### config.mk
export PLATFORM = sky130hd
export DESIGN_NAME = ttl_universal_register
export DESIGN_NICKNAME = d
export VERILOG_FILES = /design/src/rtl/ttl_universal_register.sv
export SDC_FILE = /design/constraint.sdc
export NUM_CORES = 1
export LEC_CHECK = 0
export CAP_MARGIN = 20
export CORE_MARGIN = 2
export CORE_UTILIZATION = 49
export CTS_BUF_LIST = sky130_fd_sc_hd__clkbuf_8
export DETAILED_ROUTE_END_ITERATION = 8
export PLACE_DENSITY = 0.81
export SLEW_MARGIN = 0
export SYNTH_ARGS = -nofsm -noshare
export SYNTH_HDL_FRONTEND = slang
export SYNTH_SLANG_ARGS = --single-unit
### constraint.sdc
create_clock -name clock -period 3.3 [get_ports clock]
set_input_delay 0.99 -clock clock [delete_from_list [all_inputs] [get_ports clock]]
set_output_delay 0.99 -clock clock [all_outputs]
set_load 0.03 [all_outputs]
### src/rtl/ttl_universal_register.sv
// ttl_universal_register
// WIDTH-bit register with active-low clock enable and eight operating modes:
// hold, parallel load, shift left/right, rotate left/right, increment, decrement.
// carry is registered alongside q. zero and tc are combinational views of q so
// a neighbouring instance can react within the same cycle when cascaded.
module ttl_universal_register #(
    parameter int               WIDTH       = 8,
    parameter logic [WIDTH-1:0] RESET_VALUE = '0
) (
    input  logic             clock,
    input  logic             reset,
    input  logic             enable,
    input  logic [2:0]       mode,
    input  logic [WIDTH-1:0] d,
    input  logic             serial_in,
    output logic [WIDTH-1:0] q,
    output logic             carry,
    output logic             zero,
    output logic             tc
);

    typedef enum logic [2:0] {
        MODE_HOLD = 3'b000,
        MODE_LOAD = 3'b001,
        MODE_SHL  = 3'b010,
        MODE_SHR  = 3'b011,
        MODE_ROL  = 3'b100,
        MODE_ROR  = 3'b101,
        MODE_INC  = 3'b110,
        MODE_DEC  = 3'b111
    } mode_e;

    localparam logic [WIDTH-1:0] ALL_ONES = {WIDTH{1'b1}};
    localparam logic [WIDTH-1:0] ALL_ZERO = {WIDTH{1'b0}};
    localparam logic [WIDTH-1:0] ONE      = WIDTH'(1);

    logic [WIDTH-1:0] q_q;
    logic [WIDTH-1:0] q_d;
    logic             carry_q;
    logic             carry_d;

    // Next-state decode: everything holds unless the enable is asserted (low).
    always_comb begin
        q_d     = q_q;
        carry_d = carry_q;
        if (!enable) begin
            case (mode)
                MODE_HOLD: begin
                    q_d     = q_q;
                    carry_d = carry_q;
                end
                MODE_LOAD: begin
                    q_d     = d;
                    carry_d = 1'b0;
                end
                MODE_SHL: begin
                    q_d     = {q_q[WIDTH-2:0], serial_in};
                    carry_d = q_q[WIDTH-1];
                end
                MODE_SHR: begin
                    q_d     = {serial_in, q_q[WIDTH-1:1]};
                    carry_d = q_q[0];
                end
                MODE_ROL: begin
                    q_d     = {q_q[WIDTH-2:0], q_q[WIDTH-1]};
                    carry_d = q_q[WIDTH-1];
                end
                MODE_ROR: begin
                    q_d     = {q_q[0], q_q[WIDTH-1:1]};
                    carry_d = q_q[0];
                end
                MODE_INC: begin
                    q_d     = q_q + ONE;
                    carry_d = (q_q == ALL_ONES);
                end
                MODE_DEC: begin
                    q_d     = q_q - ONE;
                    carry_d = (q_q == ALL_ZERO);
                end
                default: begin
                    q_d     = q_q;
                    carry_d = carry_q;
                end
            endcase
        end
    end

    // State register; synchronous reset wins over enable and mode.
    always_ff @(posedge clock) begin
        if (reset) begin
            q_q     <= RESET_VALUE;
            carry_q <= 1'b0;
        end else begin
            q_q     <= q_d;
            carry_q <= carry_d;
        end
    end

    assign q     = q_q;
    assign carry = carry_q;
    assign zero  = (q_q == ALL_ZERO);

    // Terminal count is raised the cycle before a wrap so the next stage up
    // can take ~tc as its enable and step on the same edge as the wrap.
    assign tc = ~enable & (((mode == MODE_INC) & (q_q == ALL_ONES)) |
                           ((mode == MODE_DEC) & (q_q == ALL_ZERO)));

endmodule

=== Word-level counts from Yosys, hierarchy flattened ===
Cells that the tools add are included.

* Logic and storage cells: 25
* Output and inout port bits: 11
* Bits of input ports: 15
* Register bits: 9

* Bitwise operators: 6
* Reductions and logical operators: 5
* Equal/unequal tests: 8
* Mux-type cells: 2
* Add/subtract/negate cells: 2

{| class="wikitable"
|+ Operator list
! kind !! count
|-
| $pmux 8 s7 || 1
|-
| $eq 3x3->1 const B || 4
|-
| $add 8x1->8 const B || 1
|-
| $eq 8x8->1 const B || 1
|-
| $logic_not 8->1 || 1
|-
| $sub 8x1->8 const B || 1
|-
| $eq 3x2->1 const B || 2
|-
| $pmux 1 s5 || 1
|-
| $reduce_or 2->1 || 2
|-
| $and 1x1->1 || 3
|-
| $eq 3x1->1 const B || 1
|-
| $logic_not 3->1 || 1
|-
| $not 1->1 || 2
|-
| $reduce_and 2->1 || 1
|-
| $or 1x1->1 || 1
|}

=== Logic depth before layout (Yosys ltp) ===
* Word-level depth: 4
* Gate-level depth with buffers: 10

=== Least setup slack after synthesis ===
Ideal clock, no wire load.

* Kind: input-to-output
* From: input mode[0]
* To: output tc
* Buffers on the path: 1
* Path slack: 0.122 ns
* Arrival time: 2.188 ns
* Data required time: 2.310 ns
* Stages on the path: 6
* Cell sequence: buf_2 > and3b_1 > and3_1 > mux2_1 > nand2_1 > nor2_1

* Word-level cells in the longest chain between the ends: 4
* Elaborated cells on any way between the ends: 6
* Classes of those cells: eq/ne: 2; bitwise: 4

{| class="wikitable"
|+ RTL lines
! what !! line !! text
|-
| from (decl) || 13 || <nowiki>input logic [2:0] mode,</nowiki>
|-
| $eq 3x3->1 (on tied branches) || 105, 106 ||
|-
| $and 1x1->1 (on tied branches) || 105, 106 ||
|-
| $or 1x1->1 (*) || 105 || <nowiki>assign tc = ~enable & (((mode == MODE_INC) & (q_q == ALL_ONES)) |</nowiki>
|-
| $and 1x1->1 (*) || 105 ||
|-
| to (decl) || 19 || <nowiki>output logic tc</nowiki>
|}

Every way passes the cells marked *; elsewhere a longest branch is shown, timed or not.

=== Worst setup path after layout ===
Ends and elaborated chain as after synthesis.

==> parameters.txt <==
Parameter                              Value

Critical path
  Maximum fanout along the worst path    4
  Startpoint of the worst register-to-register path    q[1]
  Path depth of the worst reg2reg path    6
  Category of the critical setup timing path    in2out
  WP data arrival    2.21 ns
  CP Launch Type    primary input
  Reg-to-Reg End    q[4]
  Setup crit end    tc
  Setup slack on the worst flop-to-flop path    roughly 1.3 ns
  Required @ worst endpoint    approximately 2.3 ns
  Setup crit end kind    primary output
  Critical Path Source    mode[0]

STA
  Final clock skew    around 0.00069 ns
  Setup-violating endpoint count in the final report    0
  Measured slew at the worst slew-check pin    approximately 0.45 ns
  Final critical-path required period    3.20 ns
  Ratio of final minimum period to clock period    96.9%
  Max-slew violation count    0
  Highest Clock Rate    313 MHz
  Smallest setup slack after layout    ~0.10 ns
  Setup repair after global routing missed its margin    no
  Number of hold-slack violations in the final timing report    0
  Headroom to the max-slew limit    a little over two thirds

Synthesis
  Count of unique library cells instantiated by Yosys    47
  Top cells by area in the synthesized netlist    dfxtp_1, a21oi_1, nor2_1
  Share of the synthesized area in the top cell type    around a fifth
  Post-synthesis average cell area    around 7 um2
  Mapped Nets    ~150
  Sequential element share of the synthesized area    between 10% and 20%
  Total of warnings raised by yosys    0
  Post-synth EDFFs    0
  Yosys top cell by area    dfxtp_1
  Share of synthesized flip-flops with an asynchronous set or reset    0%
  Top_reg_cell synth    dfxtp_1
  Netlist area before placement    between 900 and 1000 um2
  Synth Instances    131
  Number of synthesized register bits    9

Placement
  Final Wtd Congestion    0.940
  Detailed placement HPWL    ~2.2 mm
  IO buf count    25
  Worst Setup Slack post-DPL    -0.596 ns
  Placed inst area    between 1000 and 1500 um2

Routing
  WL met1    about 1.3 mm
  Uppermost layer routed    met4
  Average wire per standard cell    15.7 um
  Iter 0 DRT Violations    40
  Total met3 wirelength after detailed routing    about 270 um
  Count of TritonRoute iterations in the first routing pass    4
  Detailed-route via count    1181
  DRC viols    0
  Final routed wirelength across all metal layers    about 3 mm
  ANT nets after route    0
  Post-DR vias/cell    a little over 6
  Met2 wire length    ~1.5 mm

Power and ir drop
  Static leakage    between 0.5 and 0.6 nW
  NetSw    roughly 160 uW
  Net switching fraction of the power    between 30% and 40%
  Relative contribution of the clock network to total power    28.5%
  Sequential group share of total power    between 20% and 30%
  Maximum resistive drop on vdd    between 0.0003 and 0.0004 V
  Relative contribution of combinational cells to total power    43.3%
  Power density over the cells    336 nW/um2
  Internal power summed over all cells    slightly below 300 uW

Flow run
  Max-Cap Viols    0

Floorplanning
  Overall die width    around 48 um
  Area of the core    roughly 1800 um2
  Height of the chip    around 48 um
  Boundary Pins    26
  Number of cell rows    15
  Starting density of the core    a little over half
  Die ar.    around 2300 um2

Finish
  Fraction of final layout cells sized beyond drive strength 1    between 10% and 20%
  Signed area change from the synthesized netlist to the final layout    43.3%
  Final design area excluding fillers    between 1000 and 1500 um2
  Nets    roughly 190
  Commonest non-fill, non-tap cell in the layout    clkdlybuf4s50_1
  Diode count    0
  Commonest cells after routing, fill and taps aside    clkdlybuf4s50_1, buf_4, nor2_1

Clocking
  CTS clock-pin slew for the worst setup and hold paths    0.05 ns
  Maximum level of the CTS H-tree    1
  Clock latency on the worst-skew pair    roughly 0.24 ns
  Worst-case clock buffer depth    2
  Post-CTS setup-driven buffer insertion count    0
  Clock Root Buffer    clkbuf_8
  Number of clock buffers inserted by TritonCTS    3
  Clock tree from TritonCTS    yes
  Number of clock sinks seen by CTS    9

GRT
  Remaining Overflow, GRT    0
  Vias in the first global route    a little under 1000
  Number of antenna violations at the first check in global routing    0
  Global-route wire length before repair    4.78 mm
  Maximum number of pins on one net before global-route repair    15
  Overall global routing resource usage    between 20% and 30%

Worst hold path
  Min-Delay Path Class    reg2reg
  Cell count of the worst hold path    2

Run status
  Outcome    finished, final reports clean
[cell families after synthesis]
family,synth area share (%)
fa+ha+maj,2.38
buf+inv,8.61
flops,19.1
mux,8.74
simple gates,28.6
compound gates,29.8
xor+xnor,2.78
[worst max-delay path: stages]
cell	delay, ns
clkdlybuf4s15_1	0.23
and3b_1	0.20
and3_1	0.17
mux2_1	0.30
nand2_1	0.10
nor2_1	0.04
buf_2	0.17
[cell type report]
type / instances / area (um2)
clock buffer: 3 / 41.3
fill: 151 / 410
timing repair buffer: 45 / 395
tap: 25 / 31.3
inverter: 5 / 18.8
multi-input combinational: 107 / 683
clock inverter: 1 / 3.75
sequential: 9 / 180
[stage by stage]
step,total power [mW],TNS (ns),cells,util [%],hold slack [ns]
5_1_grt,0.476,0,195,76.7,0.581
2_1_floorplan,0.250,0,131,-,0.655
3_3_place_gp,0.319,-0.590,191,74.5,0.521
3_5_place_dp,0.323,-0.596,191,74.5,0.534
4_1_cts,0.453,0,195,76.7,0.541
6_report,0.455,0,195,76.7,0.540
[synthesized netlist by cell type, types with 4 or more instances]
master / n
a211oi_1: 5
nor2_1: 17
a21oi_1: 13
nor3_1: 4
inv_1: 4
nand2_1: 8
dfxtp_1: 9
mux2i_1: 6
nand3_1: 7
o21ai_0: 6
[flip-flops by register name, indices dropped and copies added (netlist names)]
name / count
q: 8
carry: 1
[power groups by stage]
stage          clock network [mW]  registers (mW)  logic, mW
6_report                    0.129           0.128      0.197
2_1_floorplan                   0           0.143      0.107
4_1_cts                     0.130           0.128      0.194
5_1_grt                     0.135           0.129      0.212
3_5_place_dp                    0           0.130      0.193
3_3_place_gp                    0           0.130      0.189
[worst min path at each step]
stage                     startpoint  endpoint  slack, ns
after global placement          q[2]      q[2]       0.52
after detailed placement        q[2]      q[2]       0.53
final                           q[2]      q[2]       0.54
after floorplan                 q[0]      q[0]       0.65
after CTS                       q[2]      q[2]       0.54
after global routing            q[2]      q[2]       0.58
[routing by layer]
layer | global-route usage [%] | up-vias
li1 | - | 566
met1 | 40.4 | 551
met2 | 48.8 | 60
met3 | 7.55 | 4
met4 | 4.32 | 0
met5 | 0 | -
[timing repair]
| action | in CTS | in global routing |
|---|---|---|
| resized for setup | 6 | 1 |
| gates cloned | 0 | 0 |
| setup endpoints to repair | 1 | 1 |
| hold buffers | 0 | 0 |
Power figures use the tool's default switching activity.
